===== src/rtl/alu_ctrl_pipe_pkg.sv =====
// Shared encodings for the registered ALU control decoder: aluop/funct codes,
// ALU control codes and the sequencer state type.
package alu_ctrl_pkg;

  localparam int unsigned OPF_W_DEF  = 6;
  localparam int unsigned CTRL_W_DEF = 4;
  localparam int unsigned ALUOP_W    = 2;
  localparam int unsigned MD_LAT_DEF = 32;

  localparam logic [ALUOP_W-1:0] ALUOP_LDST  = 2'b00;
  localparam logic [ALUOP_W-1:0] ALUOP_BR    = 2'b01;
  localparam logic [ALUOP_W-1:0] ALUOP_RTYPE = 2'b10;
  localparam logic [ALUOP_W-1:0] ALUOP_ORI   = 2'b11;

  localparam logic [5:0] FUNCT_AND  = 6'b100100;
  localparam logic [5:0] FUNCT_OR   = 6'b100101;
  localparam logic [5:0] FUNCT_ADD  = 6'b100000;
  localparam logic [5:0] FUNCT_SUB  = 6'b100010;
  localparam logic [5:0] FUNCT_SLT  = 6'b101010;
  localparam logic [5:0] FUNCT_NOR  = 6'b100111;
  localparam logic [5:0] FUNCT_XOR  = 6'b100110;
  localparam logic [5:0] FUNCT_SLTU = 6'b101011;
  localparam logic [5:0] FUNCT_SLL  = 6'b000000;
  localparam logic [5:0] FUNCT_SRL  = 6'b000010;
  localparam logic [5:0] FUNCT_MULT = 6'b011000;
  localparam logic [5:0] FUNCT_DIV  = 6'b011010;

  localparam logic [3:0] ALUCTRL_AND  = 4'h0;
  localparam logic [3:0] ALUCTRL_OR   = 4'h1;
  localparam logic [3:0] ALUCTRL_ADD  = 4'h2;
  localparam logic [3:0] ALUCTRL_SLL  = 4'h3;
  localparam logic [3:0] ALUCTRL_SRL  = 4'h4;
  localparam logic [3:0] ALUCTRL_SUB  = 4'h6;
  localparam logic [3:0] ALUCTRL_SLT  = 4'h7;
  localparam logic [3:0] ALUCTRL_SLTU = 4'h8;
  localparam logic [3:0] ALUCTRL_MULT = 4'h9;
  localparam logic [3:0] ALUCTRL_DIV  = 4'hA;
  localparam logic [3:0] ALUCTRL_NOR  = 4'hC;
  localparam logic [3:0] ALUCTRL_XOR  = 4'hD;
  localparam logic [3:0] ALUCTRL_ILL  = 4'hF;

  typedef enum logic [1:0] {
    ST_IDLE = 2'd0,
    ST_HOLD = 2'd1,
    ST_MD   = 2'd2
  } state_t;

endpackage


===== src/rtl/alu_ctrl_pipe_if.sv =====
// Decode-to-execute handshake bundle: op intake, control-code output and MD sequencing.
interface alu_ctrl_pipe_if
  import alu_ctrl_pkg::*;
#(
  parameter int unsigned OPF_W  = OPF_W_DEF,
  parameter int unsigned CTRL_W = CTRL_W_DEF
);
  logic               flush;
  logic               in_valid;
  logic               in_ready;
  logic [ALUOP_W-1:0] aluop;
  logic [OPF_W-1:0]   opfield;
  logic               out_valid;
  logic               out_ready;
  logic [CTRL_W-1:0]  aluctrl;
  logic               illegal;
  logic               md_start;
  logic               md_busy;

  modport master (
    output flush, in_valid, aluop, opfield, out_ready,
    input  in_ready, out_valid, aluctrl, illegal, md_start, md_busy
  );

  modport slave (
    input  flush, in_valid, aluop, opfield, out_ready,
    output in_ready, out_valid, aluctrl, illegal, md_start, md_busy
  );
endinterface


===== src/rtl/alu_ctrl_pipe_decode.sv =====
// Combinational {aluop, funct} -> ALU control code, illegal-funct flag and MULT/DIV marker.
module alu_funct_decode
  import alu_ctrl_pkg::*;
#(
  parameter int unsigned OPF_W  = OPF_W_DEF,
  parameter int unsigned CTRL_W = CTRL_W_DEF
) (
  input  logic [ALUOP_W-1:0] aluop,
  input  logic [OPF_W-1:0]   opfield,
  output logic [CTRL_W-1:0]  aluctrl,
  output logic               illegal,
  output logic               is_md
);

  always_comb begin
    aluctrl = CTRL_W'(ALUCTRL_ADD);
    illegal = 1'b0;
    is_md   = 1'b0;
    case (aluop)
      ALUOP_LDST: aluctrl = CTRL_W'(ALUCTRL_ADD);
      ALUOP_BR:   aluctrl = CTRL_W'(ALUCTRL_SUB);
      ALUOP_ORI:  aluctrl = CTRL_W'(ALUCTRL_OR);
      default: begin
        // R-type: only here does the funct field matter
        case (opfield)
          OPF_W'(FUNCT_AND):  aluctrl = CTRL_W'(ALUCTRL_AND);
          OPF_W'(FUNCT_OR):   aluctrl = CTRL_W'(ALUCTRL_OR);
          OPF_W'(FUNCT_ADD):  aluctrl = CTRL_W'(ALUCTRL_ADD);
          OPF_W'(FUNCT_SUB):  aluctrl = CTRL_W'(ALUCTRL_SUB);
          OPF_W'(FUNCT_SLT):  aluctrl = CTRL_W'(ALUCTRL_SLT);
          OPF_W'(FUNCT_NOR):  aluctrl = CTRL_W'(ALUCTRL_NOR);
          OPF_W'(FUNCT_XOR):  aluctrl = CTRL_W'(ALUCTRL_XOR);
          OPF_W'(FUNCT_SLTU): aluctrl = CTRL_W'(ALUCTRL_SLTU);
          OPF_W'(FUNCT_SLL):  aluctrl = CTRL_W'(ALUCTRL_SLL);
          OPF_W'(FUNCT_SRL):  aluctrl = CTRL_W'(ALUCTRL_SRL);
          OPF_W'(FUNCT_MULT): begin
            aluctrl = CTRL_W'(ALUCTRL_MULT);
            is_md   = 1'b1;
          end
          OPF_W'(FUNCT_DIV): begin
            aluctrl = CTRL_W'(ALUCTRL_DIV);
            is_md   = 1'b1;
          end
          default: begin
            aluctrl = CTRL_W'(ALUCTRL_ILL);
            illegal = 1'b1;
          end
        endcase
      end
    endcase
  end

endmodule


===== src/rtl/alu_ctrl_pipe.sv =====
// Registered ALU control stage between decode and execute; sequences multi-cycle
// MULT/DIV with a start pulse and an intake stall of MD_LAT cycles.
module alu_ctrl_pipe
  import alu_ctrl_pkg::*;
#(
  parameter int unsigned OPF_W  = OPF_W_DEF,
  parameter int unsigned CTRL_W = CTRL_W_DEF,
  parameter int unsigned MD_LAT = MD_LAT_DEF
) (
  input  logic                 clk,
  input  logic                 rst_n,
  alu_ctrl_pipe_if.slave       bus
);

  localparam int unsigned CNT_W = $clog2(MD_LAT + 1);

  state_t             state_q, state_d;
  logic [CNT_W-1:0]   cnt_q, cnt_d;
  logic               out_valid_q, out_valid_d;
  logic [CTRL_W-1:0]  aluctrl_q, aluctrl_d;
  logic               illegal_q, illegal_d;
  logic               md_start_q, md_start_d;
  logic               md_busy_q, md_busy_d;

  logic [CTRL_W-1:0]  dec_ctrl;
  logic               dec_ill;
  logic               dec_md;
  logic               in_ready_c;
  logic               accept_c;

  alu_funct_decode #(
    .OPF_W  (OPF_W),
    .CTRL_W (CTRL_W)
  ) u_decode (
    .aluop   (bus.aluop),
    .opfield (bus.opfield),
    .aluctrl (dec_ctrl),
    .illegal (dec_ill),
    .is_md   (dec_md)
  );

  assign in_ready_c = !bus.flush &&
                      ((state_q == ST_IDLE) || ((state_q == ST_HOLD) && bus.out_ready));
  assign accept_c   = bus.in_valid && in_ready_c;

  always_ff @(posedge clk or negedge rst_n) begin
    if (!rst_n) begin
      state_q     <= ST_IDLE;
      cnt_q       <= '0;
      out_valid_q <= 1'b0;
      aluctrl_q   <= '0;
      illegal_q   <= 1'b0;
      md_start_q  <= 1'b0;
      md_busy_q   <= 1'b0;
    end else begin
      state_q     <= state_d;
      cnt_q       <= cnt_d;
      out_valid_q <= out_valid_d;
      aluctrl_q   <= aluctrl_d;
      illegal_q   <= illegal_d;
      md_start_q  <= md_start_d;
      md_busy_q   <= md_busy_d;
    end
  end

  always_comb begin
    state_d     = state_q;
    cnt_d       = cnt_q;
    out_valid_d = out_valid_q;
    aluctrl_d   = aluctrl_q;
    illegal_d   = illegal_q;
    md_start_d  = 1'b0;
    md_busy_d   = md_busy_q;
    if (bus.flush) begin
      // aluctrl/illegal deliberately retain their last value across a flush
      state_d     = ST_IDLE;
      cnt_d       = '0;
      out_valid_d = 1'b0;
      md_busy_d   = 1'b0;
    end else begin
      case (state_q)
        ST_IDLE, ST_HOLD: begin
          if (accept_c) begin
            aluctrl_d = dec_ctrl;
            illegal_d = dec_ill;
            if (dec_md) begin
              state_d     = ST_MD;
              cnt_d       = CNT_W'(MD_LAT - 1);
              md_start_d  = 1'b1;
              md_busy_d   = 1'b1;
              out_valid_d = 1'b0;
            end else begin
              state_d     = ST_HOLD;
              out_valid_d = 1'b1;
            end
          end else if ((state_q == ST_HOLD) && bus.out_ready) begin
            state_d     = ST_IDLE;
            out_valid_d = 1'b0;
          end
        end
        ST_MD: begin
          if (cnt_q == '0) begin
            state_d     = ST_HOLD;
            out_valid_d = 1'b1;
            md_busy_d   = 1'b0;
          end else begin
            cnt_d = cnt_q - CNT_W'(1);
          end
        end
        default: state_d = ST_IDLE;
      endcase
    end
  end

  assign bus.in_ready  = in_ready_c;
  assign bus.out_valid = out_valid_q;
  assign bus.aluctrl   = aluctrl_q;
  assign bus.illegal   = illegal_q;
  assign bus.md_start  = md_start_q;
  assign bus.md_busy   = md_busy_q;

endmodule


===== src/flat_wrapper.sv =====
// flat-port wrapper written by rule: the top's interface ports become plain ports
module alu_ctrl_pipe_flat import alu_ctrl_pkg::*;
#(
  parameter int unsigned OPF_W  = OPF_W_DEF,
  parameter int unsigned CTRL_W = CTRL_W_DEF,
  parameter int unsigned MD_LAT = MD_LAT_DEF
)
  (clk, rst_n, bus_flush, bus_in_valid, bus_aluop, bus_opfield, bus_out_ready, bus_in_ready, bus_out_valid, bus_aluctrl, bus_illegal, bus_md_start, bus_md_busy);
  alu_ctrl_pipe_if #(.OPF_W(OPF_W), .CTRL_W(CTRL_W)) bus_i ();
  input  logic clk;
  input  logic rst_n;
  input wire logic [$bits(bus_i.flush)-1:0] bus_flush;
  input wire logic [$bits(bus_i.in_valid)-1:0] bus_in_valid;
  input wire logic [$bits(bus_i.aluop)-1:0] bus_aluop;
  input wire logic [$bits(bus_i.opfield)-1:0] bus_opfield;
  input wire logic [$bits(bus_i.out_ready)-1:0] bus_out_ready;
  output wire logic [$bits(bus_i.in_ready)-1:0] bus_in_ready;
  output wire logic [$bits(bus_i.out_valid)-1:0] bus_out_valid;
  output wire logic [$bits(bus_i.aluctrl)-1:0] bus_aluctrl;
  output wire logic [$bits(bus_i.illegal)-1:0] bus_illegal;
  output wire logic [$bits(bus_i.md_start)-1:0] bus_md_start;
  output wire logic [$bits(bus_i.md_busy)-1:0] bus_md_busy;
  assign bus_i.flush = bus_flush;
  assign bus_i.in_valid = bus_in_valid;
  assign bus_i.aluop = bus_aluop;
  assign bus_i.opfield = bus_opfield;
  assign bus_i.out_ready = bus_out_ready;
  assign bus_in_ready = bus_i.in_ready;
  assign bus_out_valid = bus_i.out_valid;
  assign bus_aluctrl = bus_i.aluctrl;
  assign bus_illegal = bus_i.illegal;
  assign bus_md_start = bus_i.md_start;
  assign bus_md_busy = bus_i.md_busy;
  alu_ctrl_pipe #(.OPF_W(OPF_W), .CTRL_W(CTRL_W), .MD_LAT(MD_LAT)) u_core (.clk(clk), .rst_n(rst_n), .bus(bus_i));
endmodule

===== config.mk =====
export PLATFORM = sky130hd
export DESIGN_NAME = alu_ctrl_pipe_flat
export DESIGN_NICKNAME = d
export VERILOG_FILES = /design/src/rtl/alu_ctrl_pipe_pkg.sv /design/src/rtl/alu_ctrl_pipe_if.sv /design/src/rtl/alu_ctrl_pipe_decode.sv /design/src/rtl/alu_ctrl_pipe.sv /design/src/flat_wrapper.sv
export SDC_FILE = /design/constraint.sdc
export NUM_CORES = 1
export LEC_CHECK = 0
export ABC_AREA = 1
export CORE_AREA = 2 2 52 54
export CTS_CLUSTER_DIAMETER = 30
export DETAILED_ROUTE_END_ITERATION = 8
export DIE_AREA = 0 0 54 56
export PLACE_DENSITY = 0.85
export SYNTH_ARGS = -nofsm -noshare
export SYNTH_HDL_FRONTEND = slang
export SYNTH_HIERARCHICAL = 1
export SYNTH_SLANG_ARGS = --single-unit

===== constraint.sdc =====
create_clock -name clk -period 1.5 [get_ports clk]
set_clock_uncertainty 0.1 [all_clocks]
set_input_delay 0.225 -clock clk [delete_from_list [all_inputs] [get_ports clk]]
set_output_delay 0.225 -clock clk [all_outputs]
set_load 0.01 [all_outputs]

==> results of run 1 <==
through the flow:
stage	hold WS (ns)	setup TNS, ns
after CTS	0.149	0
after global placement	0.356	-6.05
after floorplan	-0.171	0
after detailed placement	0.367	-7.05
after global routing	0.164	-0.122
final	0.145	0
report_power, final:
group          switching (µW)  total [µW]  internal, µW
clock network             143         291           148
registers                30.9         510           479
logic                     222         412           190
cell type report:
| class | instances | area share |
|---|---|---|
| flip-flops and latches | 16 | 0.229 |
| repair buffers | 51 | 0.231 |
| clock buffers | 4 | 0.0207 |
| multi-input cells | 124 | 0.438 |
| inverters | 27 | 0.0599 |
| well taps | 30 | 0.0214 |
worst max-delay path: stages, from the launching register on:
cell,delay (ns)
dfrtp_2,0.45
buf_4,0.16
inv_2,0.06
nor2_4,0.04
nand2_4,0.07
clkinv_1,0.08
nand2_2,0.10
nand2_1,0.10
o22ai_1,0.14
inv_1,0.06
placed cells by master, fill, tap and decap left out:
cell type	instances
a21oi_2	1
buf_2	1
buf_4	30
clkbuf_2	3
clkbuf_4	3
clkbuf_8	1
clkdlybuf4s50_1	3
clkinv_1	1
clkinv_2	1
dfrtp_1	15
dfrtp_2	1
dlygate4sd2_1	12
dlymetal6s2s_1	2
ha_1	2
inv_1	17
inv_2	7
inv_4	1
mux2_2	5
nand2_1	37
nand2_2	3
nand2_4	2
nand3_1	23
nand3_2	5
nand3_4	1
nand3b_1	2
nand4_1	4
nor2_1	12
nor2_2	7
nor2_4	9
nor2_8	1
nor3_2	2
o21ai_0	3
o21ai_1	3
o22ai_1	1
xnor2_1	1
repair_timing:
action	in CTS	in global routing
resized for setup	24	19
buffers inserted	5	2
gates cloned	1	0
pin swaps	6	6
setup endpoints to repair	22	16
per-layer routing:
layer | up-vias | global-route usage | share of wire
met5 | - | 0 | 0
met4 | 0 | 0.0786 | 0.017
met3 | 9 | 0.0376 | 0.046
met2 | 37 | 0.423 | 0.54
met1 | 622 | 0.263 | 0.39
li1 | 650 | - | -
path summary, 6_finish.rpt:
check / to / slack (ns) / depth (start not counted)
worst max-delay path: u_core/bus.md_busy / 0.03 / 9
worst min-delay path: u_core/cnt_q[4] / 0.14 / 2
worst max register to register: u_core/bus.md_busy / 0.03 / 9
worst min register to register: u_core/bus.out_valid / 0.38 / 2
max in group asynchronous: u_core/state_q[1] / 0.96 / 2
min in group clk: u_core/bus.aluctrl[1] / 0.17 / 3
flip-flops by register name (all words and copies together), names as in the netlist:
| register | cells |
|---|---|
| u_core/state_q | 2 |
| u_core/bus.md_busy | 1 |
| u_core/cnt_q | 6 |
| u_core/bus.illegal | 1 |
| u_core/bus.out_valid | 1 |
| u_core/bus.md_start | 1 |
| u_core/bus.aluctrl | 4 |
cell families (layout without fill, tap and decap cells):
family                   count (synthesis)  in the layout  share of synthesized area
AND/OR/NAND/NOR                        107            108                      0.468
multiplexers                             5              5                     0.0469
buffers and inverters                   27             82                     0.0865
XOR/XNOR                                 1              1                    0.00729
flip-flops                              16             16                      0.333
AO/OA/AOI/OAI                            8              8                     0.0375
adder cells (fa/ha/maj)                  2              2                     0.0208
==> impl_results.md, run 1 <==
* Outcome: completed
* Pin count of the biggest net entering global routing at 17
* Post-route cell area at 1750 µm²
* Antenna-violating nets left at 0
* Synth Cell Area at 1200 µm²
* Worst VDD drop at 575 µV
* Layout fillers at 194
* Initial drt markers at 30
* CTS tree: built
* Post-route DRC at 0
* Final #Nets at 238
* Min-Delay Path Class: input port to async pin
* Post-synth EDFFs at 0
* Die width at 54 µm
* Final hold vios at 0
* Antenna violations before repair at 0
* Clock slew at reported path FFs at 0.10 ns
* Max Fclk at 679 MHz
* Global-route wire length before repair at 5290 µm
* Clock Latency Late Sink at 0.29 ns
* RSZ-0062 raised after global routing: yes
* Max-cap viol count at 0
* YS warnings at 6
* Critical path type: register to register
* Drt wl/cell at 12.5 µm
* Gr ovfl total at 0
* Mapped Cells at 166
* Clk buf depth at 2
* Multi-input gate area at 768 µm²
* GRT Overall Usage at 0.233
* Avg Vias per Cell at 5.23
* Reg area at 402 µm²
* First-pass DRT Iterations at 4
* Rows at 18
* Top-count cell post-synth: nand2_1
* Pwr Density at 691 nW/µm²
* Top FF cell, synth: dfrtp_1
* Ys async rst share at 1.00
* Initial core utilization at 0.494
* Leakage Power at 0.000943 µW
* Max FO, Critical Path at 5
* Worst setup EP type: register
* FF+latch count, synth at 16
* ANT cells at 0
* Worst setup SP type: register
* I/O Pins at 22
* Commonest cells in the netlist: nand2_1, nand3_1, inv_1
* Core Area at 2430 µm²
* Routed wire length at 3150 µm
* Hold buffers post-CTS at 0
* H-tree level count at 1
* Core utilization of the finished layout at 0.721
* Root Driver: clkbuf_4
* Distinct cells, synth at 24
* Final setup fails at 0
* Post-synthesis sequential area ratio at 0.333
* Post-synth top area cell: dfrtp_1
* Layout cells sized above 1 at 0.378
* Placed cells at 240
* Syn_nets at 181
* Non-filler cells, final at 252
* Period utilization at 0.982
* Die Area at 3020 µm²
* Setup crit start: u_core/state_q[1]
* Placement Setup Slack at -0.568 ns
* Die extent in y at 56 µm
* Slew @ Worst Pin at 0.308 ns
* Slew margin rel. at 0.794
* Sink Count at 16
* Design Power at 1210 µW
* Final setup margin at 0.0277 ns
* IO buf count at 21
* DP HPWL at 2270 µm
* DR vias at 1318
* Worst Path Required at 1.59 ns
* Reg-to-reg startpoint: u_core/state_q[1]
* Largest cells by area after synthesis: dfrtp_1, nand2_1, nand3_1
* Area after detailed placement at 1630 µm²
* CTS Buf Count at 3
* Area Overhead vs Synth at 46.0%
* Period minus WS final at 1.47 ns
* Vias in the first global route at 1303
* Top cell type's share of synthesized area at 0.333
* Final Max Slew Viols at 0
* Gpl congestion at 0.922
* Syn_area_per_cell at 7.24 µm²
* Arrival time at the worst endpoint at 1.56 ns
Power figures use the tool's default switching activity.
==> run 2: changes to the inputs <==
--- a/config.mk
+++ b/config.mk
@@ -6,8 +6,8 @@
 export NUM_CORES = 1
 export LEC_CHECK = 0
 export ABC_AREA = 1
+export ABC_CLOCK_PERIOD_IN_PS = 1500
 export CORE_AREA = 2 2 52 54
-export CTS_CLUSTER_DIAMETER = 30
 export DETAILED_ROUTE_END_ITERATION = 8
 export DIE_AREA = 0 0 54 56
 export PLACE_DENSITY = 0.85
==> results of run 2 <==
No change in the layout: final DEF, timing and power equal those of run 1.
==> run 3: changes to the inputs <==
--- a/config.mk
+++ b/config.mk
@@ -10,7 +10,7 @@
 export CORE_AREA = 2 2 52 54
 export DETAILED_ROUTE_END_ITERATION = 8
 export DIE_AREA = 0 0 54 56
-export PLACE_DENSITY = 0.85
+export PLACE_DENSITY = 0.73
 export SYNTH_ARGS = -nofsm -noshare
 export SYNTH_HDL_FRONTEND = slang
 export SYNTH_HIERARCHICAL = 1
==> run 3 against run 2 <==
Clock power is 3% lower. Final area increased by 3.5%. Maximum frequency increased by 0.93%. Non-clock buffer count up 5. Setup slack improved by 0.014 ns. Wire length is 3.8% higher. Via count is 1.7% higher. Sequential share of layout area fell by 0.77 points. Sequential power fell by 1%. Flip-flop and latch count did not move. Critical endpoint unchanged.
==> impl_results.md, run 3 (synthesis gave the netlist of run 1 again) <==
* Avg Vias per Cell at 5.22 (-0.23%)
* CP delay by family, top: flip-flops
* Leading cell type in the layout, fill and taps excluded: nand2_1
* Layout fillers at 182 (-6.2%)
* Final setup margin at 0.0413 ns (+0.0136 ns)
* Initial drt markers at 34 (+13%)
* Register name with the most flops: u_core/cnt_q
* Slew margin rel. at 0.830 (+0.0354)
* Worst setup SP type: register
* Vias in the first global route at 1309 (+0.46%)
* Placement Setup Slack at -0.554 ns (+0.0138 ns)
* Final hold vios at 0 (unchanged)
* Root Driver: clkbuf_4
* Leakage Power at 0.000973 µW (+3.2%)
* GRT Overall Usage at 0.223 (-0.00960)
* Clock slew at reported path FFs at 0.09 ns (about the same)
* Sink Count at 16 (unchanged)
* Core utilization of the finished layout at 0.746 (+0.0252)
* Routed wire length at 3270 µm (+3.8%)
* Area after detailed placement at 1630 µm² (unchanged)
* Post-route DRC at 0 (unchanged)
* DP HPWL at 2230 µm (-2.1%)
* Pwr Density at 668 nW/µm² (-3.4%)
* Outcome: completed
* I/O Pins at 22 (unchanged)
* Gpl congestion at 0.917 (-0.57%)
* CTS Buf Count at 3 (unchanged)
* Area Overhead vs Synth at 51.1%
* Max FO, Critical Path at 5 (unchanged)
* Die Area at 3020 µm² (unchanged)
* DR vias at 1341 (+1.7%)
* Gr ovfl total at 0 (unchanged)
* Final setup fails at 0 (unchanged)
* Pin count of the biggest net entering global routing at 17 (unchanged)
* Max FFs per register at 6 (unchanged)
* Max-cap viol count at 0 (unchanged)
* CP Cell Sequence: inv_2 > ha_1 > nand3_2 > nand2_1 > nand2_1 > o22ai_1 > inv_1
* Arrival time at the worst endpoint at 1.54 ns (-0.02 ns)
* Final Max Slew Viols at 0 (unchanged)
* Drt wl/cell at 12.7 µm (+1.8%)
* Worst path max stage delay at 0.41 ns (-0.04 ns)
* Antenna-violating nets left at 0 (unchanged)
* Slowest stage cell, crit path: dfrtp_1
* First-pass DRT Iterations at 4 (unchanged)
* Post-route cell area at 1820 µm² (+3.5%)
* Min-Delay Path Class: input port to async pin
* Commonest cells after routing, fill and taps aside: nand2_1, buf_4, nand3_1
* Period utilization at 0.972 (-0.00906)
* Antenna violations before repair at 0 (unchanged)
* Clock Latency Late Sink at 0.28 ns (about the same)
* Core Area at 2430 µm² (unchanged)
* RSZ-0062 raised after global routing: yes
* Worst Path Required at 1.58 ns (about the same)
* Placed cells at 240 (unchanged)
* Non-filler cells, final at 257 (+2.0%)
* H-tree level count at 1 (unchanged)
* Worst setup EP type: register
* Clk buf depth at 2 (unchanged)
* Worst VDD drop at 904 µV (+57%)
* Period minus WS final at 1.46 ns (-0.0136 ns)
* CTS tree: built
* Layout cells sized above 1 at 0.392 (+0.0137)
* Initial core utilization at 0.494 (unchanged)
* IO buf count at 21 (unchanged)
* ANT cells at 0 (unchanged)
* Die extent in y at 56 µm (unchanged)
* Die width at 54 µm (unchanged)
* Rows at 18 (unchanged)
* Global-route wire length before repair at 5130 µm (-3.1%)
* Slew @ Worst Pin at 0.254 ns (-0.0548 ns)
* Buffers and inverters on the worst path at 2 (-2)
* Critical path type: register to register
* Most used cell, CP: nand2_1
* Final #Nets at 243 (+2.1%)
* Max Fclk at 686 MHz (+0.93%)
[run 3: per-layer routing]
layer	vias up	global-route usage	share of wire
met3	8	0.0511	0.046
met2	52	0.408	0.53
met1	624	0.246	0.40
li1	657	-	-
met4	0	0.0643	0.025
met5	-	0	0
[run 3: worst paths after layout]
| kind | start | endpoint | slack, ns | cells past startpoint |
|---|---|---|---|---|
| worst max-delay path | u_core/cnt_q[1] | u_core/bus.md_busy | 0.04 | 7 |
| worst min-delay path | rst_n | u_core/cnt_q[0] | 0.15 | 2 |
| worst max register to register | u_core/cnt_q[1] | u_core/bus.md_busy | 0.04 | 7 |
| worst min register to register | u_core/bus.out_valid | u_core/bus.out_valid | 0.38 | 2 |
| max in group asynchronous | rst_n | u_core/state_q[1] | 0.95 | 2 |
| min in group clk | bus_aluop[1] | u_core/bus.aluctrl[1] | 0.27 | 3 |
[run 3: per-stage QoR]
step	power (µW)	hold slack (ns)	TNS, ns
CTS	1190	0.166	0
floorplan	721	-0.171	0
global route	1300	0.165	-0.276
finish	1210	0.153	0
detailed placement	925	0.374	-6.39
global placement	912	0.362	-6.01
[run 3: what timing repair did]
action,in CTS,in global routing
gates cloned,1,0
buffers inserted,5,7
hold buffers,0,0
gates resized for setup,23,29
endpoints found under the setup margin,19,16
pin swaps,7,7
[run 3: area by class of cell]
cell class / count / area [µm²] / area share
Sequential cell: 16 / 402 / 0.221
Tap cell: 30 / 37.5 / 0.0207
Clock buffer: 4 / 36.3 / 0.0200
Multi-Input combinational cell: 124 / 783 / 0.431
Inverter: 27 / 105 / 0.0579
Timing Repair Buffer: 56 / 452 / 0.249
[run 3: worst register-to-register path, cell delays in order, from the launching register on]
cell	delay, ns
dfrtp_1	0.41
inv_2	0.08
ha_1	0.18
nand3_2	0.12
nand2_1	0.19
nand2_1	0.08
o22ai_1	0.13
inv_1	0.06
[run 3: report_power, final]
part	switching, µW	internal [µW]
Sequential	25.1	479
Combinational	234	194
Clock	134	148
Total	393	820
